--- src/rtl/alu_wide_seq_if.sv ---
// ============================================================================
// Module      : alu_wide_seq_if
// Description : Request, response and byte-ALU channel bundle for alu_wide_seq.
// Revision    : 1.0 - initial release
// ============================================================================
`default_nettype none

interface alu_wide_seq_if #(
    parameter int NBYTES = 2
);
    logic                  req_valid;
    logic                  req_ready;
    logic [8*NBYTES-1:0]   req_a;
    logic [8*NBYTES-1:0]   req_b;
    logic [3:0]            req_op;
    logic                  req_mode;
    logic                  req_cf;

    logic [7:0]            alu_a;
    logic [7:0]            alu_b;
    logic                  alu_cf_in;
    logic [3:0]            alu_op;
    logic                  alu_mode;
    logic [7:0]            alu_result;
    logic                  alu_cf;

    logic                  rsp_valid;
    logic                  rsp_ready;
    logic [8*NBYTES-1:0]   rsp_data;
    logic                  rsp_cf;
    logic                  rsp_zf;
    logic                  rsp_sf;

    // Sequencer side
    modport slave (
        input  req_valid, req_a, req_b, req_op, req_mode, req_cf,
        output req_ready,
        output alu_a, alu_b, alu_cf_in, alu_op, alu_mode,
        input  alu_result, alu_cf,
        output rsp_valid, rsp_data, rsp_cf, rsp_zf, rsp_sf,
        input  rsp_ready
    );

    // Environment side: requester, response consumer and the byte ALU
    modport master (
        output req_valid, req_a, req_b, req_op, req_mode, req_cf,
        input  req_ready,
        input  alu_a, alu_b, alu_cf_in, alu_op, alu_mode,
        output alu_result, alu_cf,
        input  rsp_valid, rsp_data, rsp_cf, rsp_zf, rsp_sf,
        output rsp_ready
    );
endinterface

`default_nettype wire

--- src/rtl/alu_wide_seq.sv ---
// ============================================================================
// Module      : alu_wide_seq
// Description : Runs one multi-byte operation through an 8-bit ALU, LSB first,
//               chaining carry/borrow, and returns the wide result with flags.
// Revision    : 1.0 - initial release
// ============================================================================
`default_nettype none

module alu_wide_seq #(
    parameter int NBYTES = 2
) (
    input  wire           clk,
    input  wire           rst,
    alu_wide_seq_if.slave bus
);
    localparam int                c_W    = 8 * NBYTES;
    localparam int                c_IDXW = (NBYTES > 1) ? $clog2(NBYTES) : 1;
    localparam logic [c_IDXW-1:0] c_LAST = c_IDXW'(NBYTES - 1);

    typedef enum logic [1:0] {
        S_IDLE = 2'd0,
        S_BYTE = 2'd1,
        S_DONE = 2'd2
    } state_t;

    state_t             r_state;
    logic [c_W-1:0]     r_a;
    logic [c_W-1:0]     r_b;
    logic [c_W-1:0]     r_acc;
    logic [c_IDXW-1:0]  r_idx;
    logic               r_req_ready;
    logic               r_rsp_valid;
    logic [c_W-1:0]     r_rsp_data;
    logic               r_rsp_cf;
    logic               r_rsp_zf;
    logic               r_rsp_sf;
    logic [7:0]         r_alu_a;
    logic [7:0]         r_alu_b;
    logic               r_alu_cf_in;
    logic [3:0]         r_alu_op;
    logic               r_alu_mode;

    logic [c_IDXW-1:0]  w_nidx;
    logic [c_W-1:0]     w_acc;

    // Next index saturates so the part-select below never leaves the operand.
    always_comb begin
        w_nidx = (r_idx == c_LAST) ? r_idx : r_idx + 1'b1;
        w_acc  = r_acc;
        w_acc[8*r_idx +: 8] = bus.alu_result;
    end

    // ALU drive registers are loaded one cycle ahead of the byte they serve;
    // r_alu_mode doubles as the captured mode for the whole operation.
    always_ff @(posedge clk) begin
        if (rst) begin
            r_state     <= S_IDLE;
            r_a         <= '0;
            r_b         <= '0;
            r_acc       <= '0;
            r_idx       <= '0;
            r_req_ready <= 1'b1;
            r_rsp_valid <= 1'b0;
            r_rsp_data  <= '0;
            r_rsp_cf    <= 1'b0;
            r_rsp_zf    <= 1'b0;
            r_rsp_sf    <= 1'b0;
            r_alu_a     <= '0;
            r_alu_b     <= '0;
            r_alu_cf_in <= 1'b0;
            r_alu_op    <= '0;
            r_alu_mode  <= 1'b0;
        end else begin
            case (r_state)
                S_IDLE: begin
                    if (bus.req_valid) begin
                        r_a         <= bus.req_a;
                        r_b         <= bus.req_b;
                        r_idx       <= '0;
                        r_alu_a     <= bus.req_a[7:0];
                        r_alu_b     <= bus.req_b[7:0];
                        r_alu_cf_in <= bus.req_cf & ~bus.req_mode;
                        r_alu_op    <= bus.req_op;
                        r_alu_mode  <= bus.req_mode;
                        r_req_ready <= 1'b0;
                        r_state     <= S_BYTE;
                    end
                end
                S_BYTE: begin
                    r_acc <= w_acc;
                    if (r_idx == c_LAST) begin
                        r_rsp_data  <= w_acc;
                        r_rsp_cf    <= bus.alu_cf & ~r_alu_mode;
                        r_rsp_zf    <= (w_acc == '0);
                        r_rsp_sf    <= w_acc[c_W-1];
                        r_rsp_valid <= 1'b1;
                        r_alu_a     <= '0;
                        r_alu_b     <= '0;
                        r_alu_cf_in <= 1'b0;
                        r_alu_op    <= '0;
                        r_alu_mode  <= 1'b0;
                        r_state     <= S_DONE;
                    end else begin
                        r_idx       <= w_nidx;
                        r_alu_a     <= r_a[8*w_nidx +: 8];
                        r_alu_b     <= r_b[8*w_nidx +: 8];
                        r_alu_cf_in <= bus.alu_cf & ~r_alu_mode;
                    end
                end
                S_DONE: begin
                    if (bus.rsp_ready) begin
                        r_rsp_valid <= 1'b0;
                        r_req_ready <= 1'b1;
                        r_state     <= S_IDLE;
                    end
                end
                default: r_state <= S_IDLE;
            endcase
        end
    end

    assign bus.req_ready = r_req_ready;
    assign bus.rsp_valid = r_rsp_valid;
    assign bus.rsp_data  = r_rsp_data;
    assign bus.rsp_cf    = r_rsp_cf;
    assign bus.rsp_zf    = r_rsp_zf;
    assign bus.rsp_sf    = r_rsp_sf;
    assign bus.alu_a     = r_alu_a;
    assign bus.alu_b     = r_alu_b;
    assign bus.alu_cf_in = r_alu_cf_in;
    assign bus.alu_op    = r_alu_op;
    assign bus.alu_mode  = r_alu_mode;
endmodule

`default_nettype wire
--- src/flat_wrapper.sv ---
// flat-port wrapper written by rule: the top's interface ports become plain ports
module alu_wide_seq_flat 
#(
    parameter int NBYTES = 2
)
  (clk, rst, bus_req_valid, bus_req_a, bus_req_b, bus_req_op, bus_req_mode, bus_req_cf, bus_req_ready, bus_alu_a, bus_alu_b, bus_alu_cf_in, bus_alu_op, bus_alu_mode, bus_alu_result, bus_alu_cf, bus_rsp_valid, bus_rsp_data, bus_rsp_cf, bus_rsp_zf, bus_rsp_sf, bus_rsp_ready);
  alu_wide_seq_if #(.NBYTES(NBYTES)) bus_i ();
  input  wire clk;
  input  wire rst;
  input wire logic [$bits(bus_i.req_valid)-1:0] bus_req_valid;
  input wire logic [$bits(bus_i.req_a)-1:0] bus_req_a;
  input wire logic [$bits(bus_i.req_b)-1:0] bus_req_b;
  input wire logic [$bits(bus_i.req_op)-1:0] bus_req_op;
  input wire logic [$bits(bus_i.req_mode)-1:0] bus_req_mode;
  input wire logic [$bits(bus_i.req_cf)-1:0] bus_req_cf;
  output wire logic [$bits(bus_i.req_ready)-1:0] bus_req_ready;
  output wire logic [$bits(bus_i.alu_a)-1:0] bus_alu_a;
  output wire logic [$bits(bus_i.alu_b)-1:0] bus_alu_b;
  output wire logic [$bits(bus_i.alu_cf_in)-1:0] bus_alu_cf_in;
  output wire logic [$bits(bus_i.alu_op)-1:0] bus_alu_op;
  output wire logic [$bits(bus_i.alu_mode)-1:0] bus_alu_mode;
  input wire logic [$bits(bus_i.alu_result)-1:0] bus_alu_result;
  input wire logic [$bits(bus_i.alu_cf)-1:0] bus_alu_cf;
  output wire logic [$bits(bus_i.rsp_valid)-1:0] bus_rsp_valid;
  output wire logic [$bits(bus_i.rsp_data)-1:0] bus_rsp_data;
  output wire logic [$bits(bus_i.rsp_cf)-1:0] bus_rsp_cf;
  output wire logic [$bits(bus_i.rsp_zf)-1:0] bus_rsp_zf;
  output wire logic [$bits(bus_i.rsp_sf)-1:0] bus_rsp_sf;
  input wire logic [$bits(bus_i.rsp_ready)-1:0] bus_rsp_ready;
  assign bus_i.req_valid = bus_req_valid;
  assign bus_i.req_a = bus_req_a;
  assign bus_i.req_b = bus_req_b;
  assign bus_i.req_op = bus_req_op;
  assign bus_i.req_mode = bus_req_mode;
  assign bus_i.req_cf = bus_req_cf;
  assign bus_req_ready = bus_i.req_ready;
  assign bus_alu_a = bus_i.alu_a;
  assign bus_alu_b = bus_i.alu_b;
  assign bus_alu_cf_in = bus_i.alu_cf_in;
  assign bus_alu_op = bus_i.alu_op;
  assign bus_alu_mode = bus_i.alu_mode;
  assign bus_i.alu_result = bus_alu_result;
  assign bus_i.alu_cf = bus_alu_cf;
  assign bus_rsp_valid = bus_i.rsp_valid;
  assign bus_rsp_data = bus_i.rsp_data;
  assign bus_rsp_cf = bus_i.rsp_cf;
  assign bus_rsp_zf = bus_i.rsp_zf;
  assign bus_rsp_sf = bus_i.rsp_sf;
  assign bus_i.rsp_ready = bus_rsp_ready;
  alu_wide_seq #(.NBYTES(NBYTES)) u_core (.clk(clk), .rst(rst), .bus(bus_i));
endmodule
--- config.mk ---
export PLATFORM = sky130hd
export DESIGN_NAME = alu_wide_seq_flat
export DESIGN_NICKNAME = d
export VERILOG_FILES = /design/src/rtl/alu_wide_seq_if.sv /design/src/rtl/alu_wide_seq.sv /design/src/flat_wrapper.sv
export SDC_FILE = /design/constraint.sdc
export NUM_CORES = 1
export LEC_CHECK = 0
export ABC_AREA = 1
export ABC_CLOCK_PERIOD_IN_PS = 1300
export CAP_MARGIN = 10
export CORE_UTILIZATION = 40
export DETAILED_ROUTE_END_ITERATION = 12
export MAX_ROUTING_LAYER = met4
export PLACE_DENSITY = 0.71
export SLEW_MARGIN = 20
export SYNTH_ARGS = -nofsm -noshare
export SYNTH_HDL_FRONTEND = slang
export SYNTH_SLANG_ARGS = --single-unit
--- constraint.sdc ---
create_clock -name clk -period 1.3 [get_ports clk]
set_input_delay 0.26 -clock clk [delete_from_list [all_inputs] [get_ports clk]]
set_output_delay 0.26 -clock clk [all_outputs]
set_load 0.05 [all_outputs]
==> results.md, run 1 <==
- Worst Slack Setup Final: 104 ps
- Post-synthesis cell type with the largest combined area: dfxtp_1
- Hold path startpoint: u_core.r_acc[13]$_SDFFE_PP0N_
- Achievable frequency: ~0.84 GHz
- Cell count after synthesis: roughly 360
- Routed WL per cell: 13.5 um
- Crit path buffers/inverters: 1
- Post-synth EDFFs: 0
- First element of the critical path: u_core.bus.rsp_sf$_SDFFE_PP0P_
- Kind of end point of the critical path: primary output
- Setup repair after global routing missed its margin: false
- Layout Utilization: 0.677
- Area contributors post-synth: dfxtp_1 52%, a21oi_1 9.1%, o21ai_0 8.6%, nor2_1 6.2%, inv_1 4.4%
- Crit path kind: flip-flop to primary output
- Total Power Consumption: around 6.0 mW
- Top-area cell type share of the netlist area: 0.515
- Family with the most delay on the worst path: flip-flops
- Share of synthesized cell area in full adder, half adder and majority cells: 0
- CTS tree: done
- Slack of the worst reg-to-reg path: 100 ps
- DP Wirelength: 5510 um
- Worst slew margin relative to its limit: 0.788
- Share of synthesized area spent on multiplexers: 0
- Number of buffers between clock root and the deepest sink: 2
- Root buffer cell: clkbuf_8
- Total I/O pin count: 94
- Number of violations of the max-capacitance limit: 0
- Number of remaining DRC errors: 0
- Share of the yosys chip area belonging to registers: 0.515
- Number of global-route vias before repair: between 2000 and 3000
- Hold Vio Cnt, Final: 0
- Final weighted congestion of routability-driven global placement: just under 0.9
- Synthesized-area fraction occupied by and/or/nand/nor cells: 0.150
- Detailed Route WL: 7580 um
- Finished layout cell area: around 0.0047 sq mm
- Final setup violation count: 0
- Warnings, synthesis: 0
- Proportion of layout cells with a drive suffix above 1: 0.193
- Syn_nets: 413
- Number of distinct library cells after synthesis: 25
- Reg2Reg Depth: 6
- GRT Residual Overflow: 0
- Post-Syn Area per Cell: between 8 and 9 sq um
- Run status: complete, no violations
- Antenna violations before repair: 0
- Count of cell instances traversed by the critical path: 1
- Fin. max-slew vios: 0
- Y dimension of the die: 87.4 um
- All-layer global routing usage: 0.217
- Slew of the pin with the lowest slew margin: around 320 ps
- Clk Latency, worst-skew pair: 330 ps
- DRT antenna net count: 0
- Die width: 87.4 um
- Clock period minus worst slack: 1200 ps
- Non-filler instance count after layout: 563
- CP Launch Type: flip-flop
- Class of the worst hold path: flip-flop to flip-flop
- Num CTS Buffers: 9
- Number of placement rows: 30
- Diodes inserted: 0
- First-pass GRT wire length: approximately 12000 um
- Chain of cells forming the critical path: buf_12
- Hold Path Depth: 2
- Share of synthesized registers carrying an async set or reset: 0
- Hold_ws: 445 ps
- Data arrival time of the worst path: approximately 940 ps
- Main combinational cell family by area after synthesis: compound AO/OA/AOI/OAI gates
- Synthesized flop and latch total: 75
- Maximum number of pins on one net before global-route repair: 36
- 1st-iter DRT viols: 140
- Final-layout setup total negative slack: 0 ps
- Clock skew after layout: 6.60 ps
- Post-Place Worst Slack: -176 ps
- Worst IR drop on VDD: about 710 uV
- Synthesized-area fraction occupied by xor and xnor cells: 0
- Top fanout value on the critical path: 3
- Number of nets in the layout: between 500 and 600
- Required time at the worst-slack endpoint: roughly 1000 ps
- Vias: roughly 2800
- Crit share post-route: 0.920
- Post-synthesis to final-layout area growth: 60.5%
- Starting density of the core: 0.422
- Register clock-pin slew on the reported worst setup and hold paths: 70 ps
- Main flop type after synthesis: dfxtp_1
- # placed instances: 545
- Post-place instance area: 0.00444 sq mm
- Initial DRT Pass Iterations: 4
- Area inside the core boundary: 0.00691 sq mm
- Fraction of the mapped netlist area in compound gates: 0.239
- Synthesized cell area: 0.00291 sq mm
- Total number of H-tree levels: 3
- Sink Count: 75
- Leakage component of the power: about 1.9 nW
- Overall die area: about 0.0076 sq mm
- RR Startpoint: u_core.r_state[1]$_SDFFE_PP0P_
- Pwr/cell area: 1280 mW/mm^2
- Cell with the largest stage delay on the worst path: dfxtp_1
- Largest incremental delay on the critical path: 440 ps
- Avg Vias per Cell: 4.89
- Quantity of I/O buffers inserted on ports: 93
-- synthesized netlist by cell type, types with 6 or more instances --
master,n
dfxtp_1,75
o21ai_0,50
buf_2,6
nor2_1,48
nand2_1,33
o21ai_1,8
a22oi_1,16
a21oi_1,53
inv_1,34
nand3_1,7
buf_4,6
clkbuf_1,7
-- layout by cell type, fill, tap and decap left out, drive strengths merged --
master,instances
inv,36
a21oi,53
nand3b,1
buf,62
nand2,36
o21ai,58
nand3,9
clkdlybuf4s50,50
bufinv,2
a31oi,1
a211oi,1
clkbuf,10
dfxtp,75
a22oi,16
clkinv,4
nor2,51
o21a,1
nand4,1
-- timing repair --
item | in CTS | in global routing
cloned | 0 | 1
setup buffers | 0 | 1
setup endpoints to repair | 2 | 32
hold buffers | 0 | 0
resized for setup | 2 | 5
pin swaps | 0 | 2
-- metal layers --
metal	vias to the layer above	GRT usage	part of all wire
met1	1278	0.271	0.45
met5	-	-	0
met2	65	0.345	0.49
li1	1402	-	-
met4	0	0.0939	0.016
met3	9	0.0379	0.043
-- path summary, 6_finish.rpt --
| kind | to |
|---|---|
| worst max-delay path | bus_rsp_sf |
| worst min-delay path | u_core.r_acc[13]$_SDFFE_PP0N_ |
| worst max register to register | u_core.bus.alu_b[2]$_SDFFE_PP0P_ |
| worst min register to register | u_core.r_acc[13]$_SDFFE_PP0N_ |
-- kinds of logic (layout without fill, tap and decap cells) --
group | count (synthesis) | count (layout)
buf+inv | 60 | 164
simple gates | 97 | 98
flops | 75 | 75
compound gates | 130 | 130
-- state kept, by name (all words and copies together) (netlist names) --
signal / count
u_core.bus.rsp_data: 15
u_core.r_acc: 14
u_core.bus.alu_a: 8
u_core.bus.alu_b: 8
u_core.r_a: 8
u_core.r_b: 8
u_core.bus.alu_op: 4
u_core.r_state: 2
u_core.bus.alu_cf_in: 1
u_core.bus.alu_mode: 1
u_core.bus.req_ready: 1
u_core.bus.rsp_cf: 1
u_core.bus.rsp_sf: 1
u_core.bus.rsp_valid: 1
u_core.bus.rsp_zf: 1
u_core.r_idx: 1
-- cell type report --
class	instances	area (sq um)
inverters	36	138
multi-input cells	228	1150
fillers	566	2230
well taps	96	120
clock buffers	10	128
clock inverters	6	80.1
flip-flops and latches	75	1500
repair buffers	112	1550
-- report_power, final --
part / switching (mW) / internal, mW
clock network: 0.797 / 1.07
logic: 0.768 / 0.720
registers: 0.154 / 2.48
Note: power is estimated with default switching activity, not from simulation.
==> run 2: changes to the inputs <==
--- a/config.mk
+++ b/config.mk
@@ -8,10 +8,11 @@
 export ABC_AREA = 1
 export ABC_CLOCK_PERIOD_IN_PS = 1300
 export CAP_MARGIN = 10
-export CORE_UTILIZATION = 40
+export CORE_UTILIZATION = 46
 export DETAILED_ROUTE_END_ITERATION = 12
 export MAX_ROUTING_LAYER = met4
-export PLACE_DENSITY = 0.71
+export PLACE_DENSITY = 0.8
+export REMOVE_ABC_BUFFERS = 1
 export SLEW_MARGIN = 20
 export SYNTH_ARGS = -nofsm -noshare
 export SYNTH_HDL_FRONTEND = slang
==> run 2 against run 1 <==
Compared with the run above:
- combinational power about the same
- setup slack worse by 62 ps
- critical endpoint is now u_core.bus.alu_a[1]$_SDFFE_PP0P_
- largest power group unchanged
- fmax decreased by 5.0%
- highest routed layer unchanged
==> results.md, run 2 (synthesis results as in run 1) <==
- Run status: complete, no violations
- Hold Vio Cnt, Final: 0
- First-pass GRT wire length: between 10000 and 15000 um
- Class of the worst hold path: flip-flop to flip-flop
- Antenna violations before repair: 0
- Pwr/cell area: 1360 mW/mm^2
- Hold_ws: around 450 ps
- Diodes inserted: 0
- Starting density of the core: 0.484
- Root buffer cell: clkbuf_8
- Total number of H-tree levels: 3
- Most common library cell in the layout ignoring fill and taps: dfxtp_1
- Maximum number of pins on one net before global-route repair: 35
- Num CTS Buffers: 9
- CTS tree: done
- Crit path kind: flip-flop to flip-flop
- Endpoint of the most critical register-to-register path: u_core.bus.alu_a[1]$_SDFFE_PP0P_
- Number of global-route vias before repair: roughly 2700
- Avg Vias per Cell: 5.36
- Required time at the worst-slack endpoint: 1520 ps
- Most frequent cells in the layout: 73 x dfxtp_1, 53 x a21oi_1, 50 x o21ai_0, 50 x clkdlybuf4s50_1
- Final weighted congestion of routability-driven global placement: 0.803
- Multi-input gate area in the final layout: 0.00116 sq mm
- Hold Path Depth: 2
- All-layer global routing usage: 0.258
- RR Startpoint: u_core.r_state[1]$_SDFFE_PP0P_
- Clock period minus worst slack: 1260 ps
- Final setup violation count: 0
- Clock skew after layout: 11.9 ps
- Detailed Route WL: approximately 8400 um
- Slew of the pin with the lowest slew margin: 313 ps
- Layout fillers: between 300 and 400
- Area inside the core boundary: 0.00603 sq mm
- Die width: 81.6 um
- Hold worst-path end: u_core.r_acc[13]$_SDFFE_PP0N_
- Slack of the worst reg-to-reg path: between 40 and 50 ps
- Total Power Consumption: 6.42 mW
- Hold buffer count at cts: 0
- Fin. max-slew vios: 0
- Data arrival time of the worst path: 1480 ps
- Worst IR drop on VDD: between 1000 and 1500 uV
- Number of buffers between clock root and the deepest sink: 2
- Sink Count: 75
- Number of placement rows: 28
- Vias: 2895
- Clk Latency, worst-skew pair: 350 ps
- Layout Utilization: 0.782
- Kind of end point of the critical path: flip-flop
- Number of remaining DRC errors: 0
- Total I/O pin count: 94
- DP Wirelength: 5450 um
- Worst slew margin relative to its limit: 0.789
- Leakage component of the power: 1.91 nW
- 1st-iter DRT viols: 204
- DRT antenna net count: 0
- GRT Residual Overflow: 0
- Final-layout setup total negative slack: 0 ps
- Flip-flop and latch area: 0.00151 sq mm
- Y dimension of the die: 81.6 um
- Overall die area: 0.00666 sq mm
- Number of nets in the layout: 511
- Flip-flop count of the largest register, all copies and words added: 15
- Crit share post-route: 0.968
- CP Launch Type: flip-flop
- Quantity of I/O buffers inserted on ports: 93
- Routed WL per cell: 15.5 um
- Hold path startpoint: u_core.r_acc[13]$_SDFFE_PP0N_
- Register clock-pin slew on the reported worst setup and hold paths: 70 ps
- Initial DRT Pass Iterations: 4
- Proportion of layout cells with a drive suffix above 1: 0.191
- Number of violations of the max-capacitance limit: 0
- Top fanout value on the critical path: 17
- Reg2Reg Depth: 6
- Post-synthesis to final-layout area growth: 61.7%
- Achievable frequency: slightly below 0.8 GHz
[run 2: cell types whose count changed in the layout (fill, tap and decap cells not counted), sizes merged]
| cell | before | now |
|---|---|---|
| clkinv | 4 | 1 |
| bufinv | 2 | 3 |
| buf | 62 | 60 |
| clkbuf | 10 | 12 |
[run 2: final cells by class]
cell class                 instances  area share
timing repair buffer             110       0.329
sequential                        75       0.320
multi-input combinational        228       0.246
clock buffer                      12      0.0350
inverter                          36      0.0292
clock inverter                     4      0.0202
tap                               75      0.0199
[run 2: how the worst max path moves through the flow]
| stage | from | to | slack, ps | cells past startpoint |
|---|---|---|---|---|
| floorplan | u_core.r_idx$_SDFFE_PP0P_ | u_core.bus.rsp_data[0]$_SDFFE_PP0P_ | -90 | 4 |
| global placement | bus_req_valid | u_core.bus.alu_cf_in$_SDFFE_PP0P_ | -110 | 5 |
| detailed placement | bus_req_valid | u_core.bus.alu_a[7]$_SDFFE_PP0P_ | -170 | 5 |
| CTS | u_core.r_state[1]$_SDFFE_PP0P_ | u_core.bus.rsp_data[14]$_SDFFE_PP0P_ | 40 | 4 |
| global route | u_core.r_state[1]$_SDFFE_PP0P_ | u_core.bus.alu_a[1]$_SDFFE_PP0P_ | -20 | 6 |
| finish | u_core.r_state[1]$_SDFFE_PP0P_ | u_core.bus.alu_a[1]$_SDFFE_PP0P_ | 40 | 6 |
[run 2: stage by stage]
| stage | cells | instance area (sq um) | setup WS (ps) |
|---|---|---|---|
| after global placement | 522 | 4410 | -112 |
| after detailed placement | 522 | 4410 | -172 |
| after floorplan | 338 | 2770 | -86.3 |
| after CTS | 539 | 4690 | 41.3 |
| after global routing | 540 | 4710 | -17.7 |
| final | 540 | 4710 | 42.1 |
[run 2: where the power goes]
part | leakage [nW] | switching, mW | internal, mW
Sequential | 0.617 | 0.160 | 2.48
Clock | 0.133 | 0.837 | 1.43
Combinational | 1.16 | 0.795 | 0.723
Total | 1.91 | 1.79 | 4.63
[run 2: routing by layer]
layer	vias to the layer above	global-route usage	wire, um
met5	-	-	0
met4	0	0.111	166
met3	17	0.0533	468
met2	107	0.431	4330
met1	1371	0.299	3430
li1	1400	-	-
[run 2: timing repair]
action,in CTS,in global routing
setup endpoints to repair,17,14
pin swaps,2,0
cloned,0,1
setup buffers,1,0
gates resized for setup,4,4
[run 2: worst max-delay path, cell delays in order, from the launching register on]
cell     delay, ps
dfxtp_1        410
inv_4           90
nand2_8        140
nor2_8          50
buf_12         150
a22oi_1        190
a21oi_1        100
